`src/rtl/tmcu_pkg.sv`:
```
// -----------------------------------------------------------------------------
// tmcu_pkg
// Shared definitions for the APB UART front end: register offsets (word index
// taken from paddr[3:2]), STATUS/CTRL bit positions and the TX FSM state type.
// No ports.
// -----------------------------------------------------------------------------
package tmcu_pkg;

    // Register word index (paddr[3:2])
    localparam logic [1:0] REG_DATA   = 2'd0;
    localparam logic [1:0] REG_STATUS = 2'd1;
    localparam logic [1:0] REG_CTRL   = 2'd2;
    localparam logic [1:0] REG_RSVD   = 2'd3;

    // STATUS bit positions
    localparam int ST_TX_FULL    = 0;
    localparam int ST_TX_EMPTY   = 1;
    localparam int ST_RX_FULL    = 2;
    localparam int ST_RX_EMPTY   = 3;
    localparam int ST_RX_OVERRUN = 4;
    localparam int ST_TX_BUSY    = 5;
    localparam int STATUS_W      = 6;

    // CTRL bit positions
    localparam int CTRL_TX_EN        = 0;
    localparam int CTRL_RX_EN        = 1;
    localparam int CTRL_IRQ_TX_EMPTY = 2;
    localparam int CTRL_IRQ_RX       = 3;
    localparam int CTRL_W            = 4;

    typedef enum logic [1:0] {
        TX_IDLE = 2'd0,
        TX_SEND = 2'd1,
        TX_HOLD = 2'd2
    } tx_state_e;

endpackage : tmcu_pkg

```
`src/rtl/tmcu_sync_fifo.sv`:
```
// -----------------------------------------------------------------------------
// tmcu_sync_fifo
// Single-clock FIFO, DEPTH entries (power of two), wrapping pointers of
// log2(DEPTH) bits and an occupancy count of log2(DEPTH)+1 bits.
// A pop on an empty FIFO is ignored. A push on a full FIFO is accepted only
// when a pop happens in the same cycle (the pop frees the slot first).
//
// Ports
//   clk, rst_n        clock, asynchronous active-low reset
//   push, wr_data     write request and data
//   pop               read request; rd_data shows the head combinationally
//   full, empty       occupancy flags
//   count             number of stored entries (0..DEPTH)
// -----------------------------------------------------------------------------
module tmcu_sync_fifo #(
    parameter int WIDTH = 8,
    parameter int DEPTH = 8
) (
    input  logic                     clk,
    input  logic                     rst_n,
    input  logic                     push,
    input  logic [WIDTH-1:0]         wr_data,
    input  logic                     pop,
    output logic [WIDTH-1:0]         rd_data,
    output logic                     full,
    output logic                     empty,
    output logic [$clog2(DEPTH):0]   count
);

    localparam int PTR_W = $clog2(DEPTH);
    localparam int CNT_W = PTR_W + 1;

    logic [WIDTH-1:0] mem_q [DEPTH];
    logic [PTR_W-1:0] wr_ptr_q, wr_ptr_d;
    logic [PTR_W-1:0] rd_ptr_q, rd_ptr_d;
    logic [CNT_W-1:0] count_q, count_d;
    logic             do_push, do_pop;

    assign full    = (count_q == CNT_W'(DEPTH));
    assign empty   = (count_q == '0);
    assign count   = count_q;
    assign rd_data = mem_q[rd_ptr_q];

    assign do_pop  = pop & ~empty;
    assign do_push = push & (~full | do_pop);

    // NOTE: every variable gets a default at the top of always_comb so no
    // path leaves it unassigned, which would infer a latch.
    always_comb begin
        wr_ptr_d = wr_ptr_q;
        rd_ptr_d = rd_ptr_q;
        count_d  = count_q;
        if (do_push) wr_ptr_d = wr_ptr_q + PTR_W'(1);
        if (do_pop)  rd_ptr_d = rd_ptr_q + PTR_W'(1);
        count_d = count_q + CNT_W'(do_push) - CNT_W'(do_pop);
    end

    // NOTE: sequential state uses non-blocking assignments so every flop
    // samples pre-edge values regardless of process evaluation order.
    always_ff @(posedge clk or negedge rst_n) begin
        if (!rst_n) begin
            wr_ptr_q <= '0;
            rd_ptr_q <= '0;
            count_q  <= '0;
        end else begin
            wr_ptr_q <= wr_ptr_d;
            rd_ptr_q <= rd_ptr_d;
            count_q  <= count_d;
        end
    end

    // NOTE: the storage array is deliberately not reset; the cleared count
    // already marks every entry invalid, and a reset here would turn the
    // array into plain flops instead of a RAM-friendly structure.
    always_ff @(posedge clk) begin
        if (do_push) mem_q[wr_ptr_q] <= wr_data;
    end

endmodule : tmcu_sync_fifo

```
`src/rtl/tmcu_apb_uart.sv`:
```
// -----------------------------------------------------------------------------
// tmcu_apb_uart
// APB register front end for tmcu_uart with TX/RX byte FIFOs, a three-state
// TX launcher and a registered level interrupt.
//
// Ports
//   clk, rst_n                       clock, asynchronous active-low reset
//   psel, penable, pwrite, paddr,
//   pwdata                           APB slave request
//   prdata, pready, pslverr          APB slave response (zero wait states)
//   uart_tx_start, uart_tx_data      one-cycle byte launch toward tmcu_uart
//   uart_tx_ready                    tmcu_uart idle
//   uart_rx_valid, uart_rx_data      received byte strobe and data
//   irq                              level interrupt
//
// Registers (paddr[3:2]): DATA, STATUS (bit4 W1C), CTRL, reserved.
// -----------------------------------------------------------------------------
module tmcu_apb_uart
    import tmcu_pkg::*;
#(
    parameter int          FIFO_DEPTH = 8,
    parameter logic [31:0] BASE_ADDR  = 32'h0000_0000
) (
    input  logic        clk,
    input  logic        rst_n,
    input  logic        psel,
    input  logic        penable,
    input  logic        pwrite,
    input  logic [31:0] paddr,
    input  logic [31:0] pwdata,
    output logic [31:0] prdata,
    output logic        pready,
    output logic        pslverr,
    output logic        uart_tx_start,
    output logic [7:0]  uart_tx_data,
    input  logic        uart_tx_ready,
    input  logic        uart_rx_valid,
    input  logic [7:0]  uart_rx_data,
    output logic        irq
);

    localparam int CNT_W = $clog2(FIFO_DEPTH) + 1;

    tx_state_e           state_q, state_d;
    logic [CTRL_W-1:0]   ctrl_q, ctrl_d;
    logic                rx_ovr_q, rx_ovr_d;
    logic                irq_q, irq_d;

    logic                sel_hit, access;
    logic [1:0]          reg_sel;
    logic                data_wr, data_rd;
    logic                tx_pop, tx_full, tx_empty, tx_drop, tx_busy;
    logic                rx_push, rx_full, rx_empty, rx_ovr_set, rx_ovr_clr;
    logic [7:0]          tx_head, rx_head;
    logic [CNT_W-1:0]    tx_count, rx_count;
    logic [STATUS_W-1:0] status;
    logic                unused_bits;

    // ---------------- APB decode ----------------
    assign sel_hit = psel && (paddr[31:12] == BASE_ADDR[31:12]);
    assign access  = sel_hit && penable;
    assign reg_sel = paddr[3:2];
    assign data_wr = access && pwrite  && (reg_sel == REG_DATA);
    assign data_rd = access && !pwrite && (reg_sel == REG_DATA);
    assign pready  = 1'b1;

    // A write to a full TX FIFO still lands if the launcher frees a slot in
    // the same cycle; only a genuinely dropped byte is flagged.
    assign tx_drop = data_wr && tx_full && !tx_pop;
    assign pslverr = access && ((reg_sel == REG_RSVD) || tx_drop);

    // ---------------- FIFOs ----------------
    assign tx_pop  = (state_q == TX_SEND);
    assign rx_push = uart_rx_valid && ctrl_q[CTRL_RX_EN];

    tmcu_sync_fifo #(.WIDTH(8), .DEPTH(FIFO_DEPTH)) u_tx_fifo (
        .clk     (clk),
        .rst_n   (rst_n),
        .push    (data_wr),
        .wr_data (pwdata[7:0]),
        .pop     (tx_pop),
        .rd_data (tx_head),
        .full    (tx_full),
        .empty   (tx_empty),
        .count   (tx_count)
    );

    tmcu_sync_fifo #(.WIDTH(8), .DEPTH(FIFO_DEPTH)) u_rx_fifo (
        .clk     (clk),
        .rst_n   (rst_n),
        .push    (rx_push),
        .wr_data (uart_rx_data),
        .pop     (data_rd),
        .rd_data (rx_head),
        .full    (rx_full),
        .empty   (rx_empty),
        .count   (rx_count)
    );

    // A full RX FIFO being read in the same cycle accepts the new byte.
    assign rx_ovr_set = rx_push && rx_full && !data_rd;
    assign rx_ovr_clr = access && pwrite && (reg_sel == REG_STATUS) && pwdata[ST_RX_OVERRUN];

    // ---------------- TX launcher ----------------
    assign tx_busy       = (state_q != TX_IDLE);
    assign uart_tx_start = (state_q == TX_SEND);
    assign uart_tx_data  = uart_tx_start ? tx_head : 8'h00;

    always_comb begin
        state_d = state_q;
        unique case (state_q)
            TX_IDLE: if (ctrl_q[CTRL_TX_EN] && !tx_empty && uart_tx_ready) state_d = TX_SEND;
            TX_SEND: state_d = TX_HOLD;
            // tx_en is not consulted here: a byte in flight always completes.
            TX_HOLD: if (uart_tx_ready) state_d = TX_IDLE;
            default: state_d = TX_IDLE;
        endcase
    end

    // ---------------- Registers and interrupt ----------------
    always_comb begin
        status                = '0;
        status[ST_TX_FULL]    = tx_full;
        status[ST_TX_EMPTY]   = tx_empty;
        status[ST_RX_FULL]    = rx_full;
        status[ST_RX_EMPTY]   = rx_empty;
        status[ST_RX_OVERRUN] = rx_ovr_q;
        status[ST_TX_BUSY]    = tx_busy;
    end

    always_comb begin
        ctrl_d = ctrl_q;
        if (access && pwrite && (reg_sel == REG_CTRL)) ctrl_d = pwdata[CTRL_W-1:0];

        // Set has priority over the W1C clear.
        rx_ovr_d = rx_ovr_q;
        if (rx_ovr_clr) rx_ovr_d = 1'b0;
        if (rx_ovr_set) rx_ovr_d = 1'b1;

        irq_d = (ctrl_q[CTRL_IRQ_TX_EMPTY] && tx_empty && !tx_busy)
              || (ctrl_q[CTRL_IRQ_RX] && !rx_empty)
              || rx_ovr_q;
    end

    always_comb begin
        prdata = '0;
        if (sel_hit && !pwrite) begin
            unique case (reg_sel)
                REG_DATA:   if (!rx_empty) prdata[7:0] = rx_head;
                REG_STATUS: prdata[STATUS_W-1:0] = status;
                REG_CTRL:   prdata[CTRL_W-1:0]   = ctrl_q;
                default:    prdata = '0;
            endcase
        end
    end

    always_ff @(posedge clk or negedge rst_n) begin
        if (!rst_n) begin
            state_q  <= TX_IDLE;
            ctrl_q   <= '0;
            rx_ovr_q <= 1'b0;
            irq_q    <= 1'b0;
        end else begin
            state_q  <= state_d;
            ctrl_q   <= ctrl_d;
            rx_ovr_q <= rx_ovr_d;
            irq_q    <= irq_d;
        end
    end

    assign irq = irq_q;

    // Address/data bits outside the register map and the FIFO counts are
    // intentionally not used by this block.
    assign unused_bits = ^{paddr[11:4], paddr[1:0], pwdata[31:8], tx_count, rx_count};

endmodule : tmcu_apb_uart

```
`config.mk`:
```
export PLATFORM = sky130hd
export DESIGN_NAME = tmcu_apb_uart
export DESIGN_NICKNAME = d
export VERILOG_FILES = /design/src/rtl/tmcu_pkg.sv /design/src/rtl/tmcu_sync_fifo.sv /design/src/rtl/tmcu_apb_uart.sv
export SDC_FILE = /design/constraint.sdc
export NUM_CORES = 1
export LEC_CHECK = 0
export CAP_MARGIN = 10
export CORE_MARGIN = 4
export CORE_UTILIZATION = 49
export CTS_CLUSTER_DIAMETER = 150
export CTS_CLUSTER_SIZE = 30
export DETAILED_ROUTE_END_ITERATION = 7
export GPL_ROUTABILITY_DRIVEN = 0
export HOLD_SLACK_MARGIN = 0.02
export PLACE_DENSITY = 0.82
export SLEW_MARGIN = 20
export SYNTH_ARGS = -nofsm -noshare
export SYNTH_HDL_FRONTEND = slang
export SYNTH_SLANG_ARGS = --single-unit
export TNS_END_PERCENT = 5
```
`constraint.sdc`:
```
create_clock -name clk -period 3.2 [get_ports clk]
set_input_delay 0.64 -clock clk [delete_from_list [all_inputs] [get_ports clk]]
set_output_delay 0.64 -clock clk [all_outputs]
set_load 0.02 [all_outputs]
```
* Yosys cells after proc, flatten, opt, wreduce, memory -nomap -nowiden
Memories as Yosys holds them, arrays and structs flattened. Index checks and enable logic that the tools add are counted.
Word-level totals: flip-flop bits (word level) 28, RAM bits 128, input port bits 79, output and inout bits 44, logic and storage cells 92, memories 2
Cells by class: add/subtract/negate cells 8, equal/unequal tests 9, multiplexer cells 15, bitwise gates (word level) 10, reductions and logical operators 38
Memories:
- u_rx_fifo.mem_q | words 8, width 8, rd ports 1, clocked after memory_dff 0, write ports 1, RTL line tmcu_sync_fifo.sv:33 | logic [WIDTH-1:0] mem_q [DEPTH];
- u_tx_fifo.mem_q | words 8, width 8, rd ports 1, clocked after memory_dff 0, write ports 1, RTL line tmcu_sync_fifo.sv:33
Operator list (count):
- 2-to-1 mux 8 bit | 3
- logical AND 1 bit | 21
- logical NOT 20 bit | 1
- adder 3 x 1 -> 3 bit, second input constant | 4
- case mux 4 bit (3 select lines) | 1
- adder 4 x 1 -> 4 bit | 2
- == test 4 bit, second input constant | 2
- logical NOT 4 bit | 2
- subtractor 4 x 1 -> 4 bit | 2
- == test 2 bit, second input constant | 3
- logical NOT 1 bit | 6
- 2-to-1 mux 1 bit | 6
- 2-to-1 mux 2 bit | 3
- case mux 2 bit (3 select lines) | 1
- bitwise AND 1 bit | 4
- == test 2 x 1 -> 1 bit, second input constant | 2
- logical NOT 2 bit | 2
- inequality test 2 bit, second input constant | 2
- NOT 1 bit | 4
- case mux 2 bit (2 select lines) | 1
- nonzero test 2 bit | 2
- logical OR 1 bit | 3
- OR 1 bit | 2
- AND reduction 2 bit | 1

* Longest topological paths before layout
Gate-level depths: netlist of run 1.
word-level depth 10, depth in mapped cells 11, depth with buffers taken out 11

* Hierarchy
A second synthesis of run 1 with hierarchy kept.
Unflattened totals: cells, all modules 422, area total of the unflattened synthesis 7124.3 um^2
Modules (own cells, without submodules):
- tmcu_sync_fifo | instances 2, cells an instance 153, area each 3093.0 um^2, sequential area each 2172.1 um^2
- tmcu_apb_uart | instances 1, cells an instance 116, area each 938.4 um^2, sequential area each 200.2 um^2

* Worst setup path after synthesis of run 1
Ideal clock, no wire load.
path type input-to-reg, start point input pwrite, end point memory u_rx_fifo.mem_q[0][0] (enable), library setup time 0.395 ns, arrival time 2.627 ns, data required time 2.805 ns, setup slack 0.178 ns, stages 6, path buffers 1, cells stage by stage buf_6 > nor4_4 > nand3_2 > nor4b_4 > o21bai_4 > nor4_1
Between the ends: longest elaborated chain between the ends 8
RTL lines:
- from (decl) | RTL line tmcu_apb_uart.sv:28 | input logic pwrite,
- logical NOT 1 bit | RTL line tmcu_apb_uart.sv:64 | assign data_rd = access && !pwrite && (reg_sel == REG_DATA);
- logical AND 1 bit (2 in a row) | RTL line tmcu_apb_uart.sv:64
- bitwise AND 1 bit | RTL line tmcu_sync_fifo.sv:44 | assign do_pop = pop & ~empty;
- via u_rx_fifo.do_pop | RTL line tmcu_sync_fifo.sv:37 | logic do_push, do_pop;
- OR 1 bit | RTL line tmcu_sync_fifo.sv:45 | assign do_push = push & (~full | do_pop);
- bitwise AND 1 bit | RTL line tmcu_sync_fifo.sv:45
- 2-to-1 mux 1 bit | RTL line tmcu_sync_fifo.sv:76 | if (do_push) mem_q[wr_ptr_q] <= wr_data;
- 2-to-1 mux 1 bit (implied by the code) | RTL line tmcu_sync_fifo.sv:76
- to (decl) | RTL line tmcu_sync_fifo.sv:33
The timed path passes the listed nets, and every way through them passes these cells.

* Worst setup path in the final report of run 1
start point input paddr[19], end point output prdata[2]
Between the ends: longest elaborated chain between the ends 4
RTL lines:
- from (decl) | RTL line tmcu_apb_uart.sv:29 | input logic [31:0] paddr,
- logical NOT 20 bit | RTL line tmcu_apb_uart.sv:60 | assign sel_hit = psel && (paddr[31:12] == BASE_ADDR[31:12]);
- logical AND 1 bit | RTL line tmcu_apb_uart.sv:60
- logical AND 1 bit | RTL line tmcu_apb_uart.sv:147 | if (sel_hit && !pwrite) begin
- 2-to-1 mux 8 bit | RTL line tmcu_apb_uart.sv:147
- to (decl) | RTL line tmcu_apb_uart.sv:31 | output logic [31:0] prdata,
No other way between the ends.

==> results of run 1 <==
[final cells by class]
class / instances / share of cell area (%)
clock buffers: 20 / 5.14
clock inverters: 12 / 1.22
inverters: 21 / 0.928
multi-input cells: 224 / 25.2
flip-flops and latches: 156 / 53.5
well taps: 180 / 2.65
repair buffers: 108 / 11.4
[how the worst max path moves through the flow]
stage | start | to | slack, ns | cells past startpoint
2_1_floorplan | pwrite | u_rx_fifo.mem_q[0][0]$_DFFE_PP_ | 0.18 | 6
3_3_place_gp | penable | pslverr | -0.30 | 6
3_5_place_dp | paddr[19] | prdata[3] | -0.38 | 9
4_1_cts | paddr[19] | prdata[5] | 0.003 | 8
5_1_grt | paddr[19] | prdata[3] | 0.0007 | 9
6_report | paddr[19] | prdata[2] | 0.05 | 9
[power by group]
| group | total, W | internal [W] | switching [W] |
|---|---|---|---|
| registers | 0.00220 | 0.00220 | 0.000000273 |
| logic | 0.000141 | 0.0000608 | 0.0000802 |
| clock network | 0.00184 | 0.00112 | 0.000718 |
[cell usage after synthesis (4+ instances only)]
master / count
buf_4: 25
clkbuf_1: 6
nand2_1: 20
mux2_2: 13
nor3b_1: 5
a21oi_1: 9
mux4_2: 32
nand2b_1: 4
nand4_1: 4
mux2i_1: 10
nor3_1: 5
xnor2_1: 8
buf_2: 5
inv_1: 21
o21ai_0: 4
ha_1: 16
xor2_1: 4
dfrtp_1: 28
edfxtp_1: 128
nor2_1: 24
[worst max-delay path, delay by kind of cell]
family	cells	cell delay [ns]
compound gates	1	0.11
buf+inv	5	1.20
simple gates	3	0.57
[sequential cells by signal (all words and copies together) (netlist names)]
register            cells
ctrl_q                  4
irq                     1
rx_ovr_q                1
state_q                 2
u_rx_fifo.count         4
u_rx_fifo.mem_q        64
u_rx_fifo.rd_ptr_q      3
u_rx_fifo.wr_ptr_q      3
u_tx_fifo.count         4
u_tx_fifo.mem_q        64
u_tx_fifo.rd_ptr_q      3
u_tx_fifo.wr_ptr_q      3
[metrics by stage]
step                setup slack (ns)  utilization, %
floorplan                      0.178               -
global placement              -0.296            57.4
detailed placement            -0.383            57.4
CTS                          0.00278            61.2
global route                0.000714            61.2
finish                        0.0469            61.2
[layer usage]
layer / part of all wire (%) / up-vias
li1: - / 1762
met5: 0 / -
met2: 54 / 138
met1: 37 / 1946
met3: 6.3 / 26
met4: 2.6 / 0
[timing repair]
| item | 4_1_cts | 5_1_grt |
|---|---|---|
| endpoints found under the hold margin | 0 | 0 |
| endpoints found under the setup margin | 9 | 9 |
| resized for setup | 18 | 7 |
[cell families (layout without fill, tap and decap cells)]
group / after synthesis / in the layout / share of synthesized area, %
buffers and inverters: 61 / 161 / 4.85
xor gates and xnor gates: 12 / 12 / 1.52
DFF: 156 / 156 / 65.5
other: 2 / 25 / 0.108
AOI/OAI and AO/OA: 28 / 28 / 2.87
adders and majority gates: 18 / 18 / 3.47
muxes: 56 / 56 / 14.2
and+or+nand+nor: 85 / 85 / 7.47
==> results.toml, run 1 <==
[placement]
hpwl_um = 9360
dp.cells = 689
io_buffer_count = 63
placed_area_um2 = 7970

[hold_path]
min_from = "ctrl_q[3]$_DFFE_PN0P_"
min_path_type = "flip-flop to flip-flop"
min_to = "ctrl_q[3]$_DFFE_PN0P_"
min_path_cells = 1

[outcome]
status = "finished, final reports clean"

[worst_setup_path]
critPathRequiredTime_ns = 2.56
reg2reg_depth = 15
rr_endpoint = "u_rx_fifo.count[3]$_DFF_PN0_"
worst_ep_arrival_time_ns = 2.51
critPathCaptureType = "output pin"
crit_fanout = 5
max_stage_delay_ns = 0.41
regToRegStartpoint = "u_rx_fifo.count[2]$_DFF_PN0_"
path_cells = "clkdlybuf4s50_1, nor4b_2, buf_4, nand3_2, nor2_1, buf_4, buf_4, o21a_1, dlygate4sd2_1"
crit_top_cell = "buf_4"
r2r_slack_ns = 0.36
cp_slowest_cell = "clkdlybuf4s50_1"
criticalPathCategory = "primary input to output pin"
startpoint_type = "primary input"

[yosys]
avgSynthCellArea_um2 = 16.6
yosysWarningCount = 0
async_reset_ff_share_pct = 17.9
synthCells = 418
seq_area_frac_synth_pct = 65.5
ys.flop_type = "edfxtp_1"
synth.top_cell.area_share_pct = 55.4
ys_types = 49
syn-cell-area_um2 = 6930
synth.area.top_cells = "edfxtp_1 (55%), mux4_2 (10%), dfrtp_1 (10%), ha_1 (2.9%), buf_4 (2.7%)"
ys_seq_elements = 156
yosysTopAreaCell = "edfxtp_1"
synth-edff-count = 128

[cells_and_area]
area_growth_pct = 22.6
stdcell_area_um2 = 8500
diodes = 0
drive_gt1_share_pct = 24.6
fin_nets = 625
final_common_cell = "edfxtp_1"
final_cells = 721
final_cell_mix = "edfxtp_1 (128), clkdlybuf4s50_1 (54), buf_4 (43)"
fill_cells = 1007
multi_input_area_um2 = 2140
regArea_um2 = 4550

[floorplanning]
io_pins = 123
die-area_um2 = 16100
num_rows = 43
initial_core_util_pct = 49.9
die-height_um = 127
core_area_um2 = 13900
die_x_um = 127

[power]
power_density_nw_per_um2 = 492
p_leak_nw = 3.07
peakVddDrop_mv = 0.511
total_power_w = 0.00418

[detailed_routing]
drtPass1Iterations = 6
wl_per_cell_um = 18.6
via_per_inst = 5.37
vias = 3872
wl_um = 13400
drc = 0
first_iter_violations = 340
ant_nets = 0

[timing]
final-hold-violation-count = 0
finalCritPeriodShare_pct = 98.5
rsz0062_at_grt = "no"
fin_setup_tns_ns = 0
setup_viol = 0
maxSlewViolCount = 0
worstMarginPinSlew_ns = 0.552
finClkSkew_ns = 0.00815
finalCriticalPeriod_ns = 3.15
slew-limit-headroom_pct = 63.2
fmax_ghz = 0.317
hold_slack_ns = 0.515

[global_routing]
gr-usage-met1_pct = 20.6
grt_busiest_layer = "met2"
grt.overflow.total = 0
grtUsageMet2_pct = 30.4
grt_pass1_vias = 4015
grt_use_total_pct = 17.8
grt_max_degree = 29
grt_pass1_wl_um = 21200
use_met3_pct = 5.43
antenna_found_initial = 0

[clock_tree]
htreeDepth = 4
insertion_delay_ns = 0.43
cts.path.max_buffers = 2
post_cts_buffers = 0
numCtsBuffers = 17
cts_sinks = 156
tritoncts = "built"
postCtsHoldBufs = 0
clk_pin_slew_ns = 0.06
cts_root_buf = "clkbuf_16"

[run]
cap_viol_max_count = 0
Note: power is estimated with default switching activity, not from simulation.
==> inputs of run 2 (changes only) <==
--- a/config.mk
+++ b/config.mk
@@ -12,8 +12,10 @@
 export CTS_CLUSTER_SIZE = 30
 export DETAILED_ROUTE_END_ITERATION = 7
 export GPL_ROUTABILITY_DRIVEN = 0
+export GPL_TIMING_DRIVEN = 0
 export HOLD_SLACK_MARGIN = 0.02
 export PLACE_DENSITY = 0.82
+export SKIP_CTS_REPAIR_TIMING = 1
 export SLEW_MARGIN = 20
 export SYNTH_ARGS = -nofsm -noshare
 export SYNTH_HDL_FRONTEND = slang
==> run 2 against run 1 <==
  * The run now ends with negative setup slack left
  * Non-clock buffer count decreased by 2
  * Global-route usage increased by 0.21 points
  * Power increased by 1.8%
  * Combinational power increased by 14%
  * Clock skew decreased by 0.0011 ns
  * Utilization increased by 1.4 points
  * Die area unchanged
  * Sequential share of layout area decreased by 1.2 points
  * Cell area increased by 2.2%
  * Critical path depth decreased by 2
  * Critical path type is now flip-flop to output pin
  * Largest cell class unchanged
  * Largest power group unchanged
==> results.toml, run 2 (same netlist as run 1, synthesis figures left out) <==
[outcome]
status = "finished, violations left"
violations = "negative setup slack"

[power]
p_leak_nw = 3.49
peakVddDrop_mv = 0.483
total_power_w = 0.00425
power_density_nw_per_um2 = 490

[floorplanning]
num_rows = 43
die-area_um2 = 16100
initial_core_util_pct = 49.9
core_area_um2 = 13900
die-height_um = 127
die_x_um = 127
io_pins = 123

[timing]
rsz0062_at_grt = "yes"
finalCriticalPeriod_ns = 3.36
maxSlewViolCount = 0
finalCritPeriodShare_pct = 105
finClkSkew_ns = 0.00707
fin_setup_tns_ns = -0.156
setup_ws_ns = -0.156
final-hold-violation-count = 0
fmax_ghz = 0.298
setup_viol = 1
slew-limit-headroom_pct = 43.1
worstMarginPinSlew_ns = 0.851

[global_routing]
grt.overflow.total = 0
grt_max_degree = 29
grt_pass1_wl_um = 21800
grt_use_total_pct = 18.0
antenna_found_initial = 0
grt_pass1_vias = 4069

[clock_tree]
cts.path.max_buffers = 2
cts_sinks = 156
insertion_delay_ns = 0.42
htreeDepth = 4
tritoncts = "built"
cts_root_buf = "clkbuf_16"
numCtsBuffers = 17
clk_pin_slew_ns = 0.06

[detailed_routing]
via_per_inst = 5.39
wl_per_cell_um = 19.4
wl_um = 14000
vias = 3876
first_iter_violations = 305
drc = 0
ant_nets = 0
drtPass1Iterations = 4

[cells_and_area]
diodes = 0
fill_cells = 981
fin_nets = 623
area_growth_pct = 25.3
final_cell_mix = "edfxtp_1 (128), buf_4 (32), mux4_2 (32)"
stdcell_area_um2 = 8690
final_common_cell = "edfxtp_1"
drive_gt1_share_pct = 26.7
top_regs = "u_rx_fifo.mem_q x64, u_tx_fifo.mem_q x64"

[hold_path]
min_path_type = "primary input to asynchronous set/reset pin"

[placement]
placed_area_um2 = 7910
io_buffer_count = 62
hpwl_um = 9580
preCtsSetupSlack_ns = -0.748

[worst_setup_path]
max_stage_delay_ns = 0.54
crit_family = "buffers and inverters"
worst_ep_arrival_time_ns = 2.72
regToRegStartpoint = "u_rx_fifo.count[2]$_DFF_PN0_"
criticalPathCategory = "flip-flop to output pin"
crit_start = "u_rx_fifo.rd_ptr_q[2]$_DFFE_PN0P_"
path_cells = "clkbuf_2, mux4_2, mux2_2, nand2_1, a21oi_1, o21a_1, clkdlybuf4s50_1"
crit_fanout = 10
startpoint_type = "flip-flop"
path_buf_inv = 2
critPathRequiredTime_ns = 2.56
cp_slowest_cell = "clkdlybuf4s50_1"
critPathCaptureType = "output pin"

[run]
cap_viol_max_count = 0
[run 2: changes by cell type in the layout (fill, tap and decap cells not counted), moves of 3 or more]
cell,before,now
buf_4,43,32
buf_6,1,4
clkbuf_2,2,5
clkdlybuf4s50_1,54,31
clkinv_1,7,1
clkinv_4,0,3
dlygate4sd2_1,3,0
dlymetal6s2s_1,0,29
inv_6,0,5
nor3_1,5,1
nor3_4,0,4
nor4b_2,3,0
nor4b_4,1,4
[run 2: final timing paths]
check,endpoint,slack [ns],cells after the start
setup / recovery,prdata[0],-0.16,7
hold / removal,u_tx_fifo.count[2]$_DFF_PN0_,0.25,1
setup reg to reg,u_rx_fifo.count[3]$_DFF_PN0_,0.24,11
hold reg to reg,rx_ovr_q$_DFFE_PN0P_,0.53,1
max in group asynchronous,u_rx_fifo.rd_ptr_q[0]$_DFFE_PN0P_,2.49,1
min in group clk,rx_ovr_q$_DFFE_PN0P_,0.53,1
[run 2: area by class of cell]
| class | instances | area [µm²] | area share [%] |
|---|---|---|---|
| buffer | 39 | 279 | 3.21 |
| sequential | 156 | 4550 | 52.3 |
| clock buffer | 17 | 425 | 4.90 |
| timing repair buffer | 67 | 724 | 8.34 |
| inverter | 21 | 78.8 | 0.908 |
| tap | 180 | 225 | 2.59 |
| multi-input combinational | 224 | 2270 | 26.1 |
| clock inverter | 15 | 136 | 1.57 |
[run 2: metrics by stage]
stage | cells | hold WS, ns | util [%]
after floorplan | 441 | 0.344 | -
after global placement | 683 | 0.503 | 56.7
after detailed placement | 685 | 0.510 | 57.0
after CTS | 717 | 0.259 | 61.0
after global routing | 719 | 0.291 | 62.6
final | 719 | 0.245 | 62.6
[run 2: power breakdown]
part | internal [W] | switching, W
logic | 0.0000730 | 0.0000884
clock network | 0.00108 | 0.000816
registers | 0.00220 | 0.000000250
[run 2: layer usage]
layer	GRT usage (%)	part of all wire, %
met1	22.3	40
met2	31.1	54
met3	4.34	4.3
met4	6.56	2.0
met5	0	0
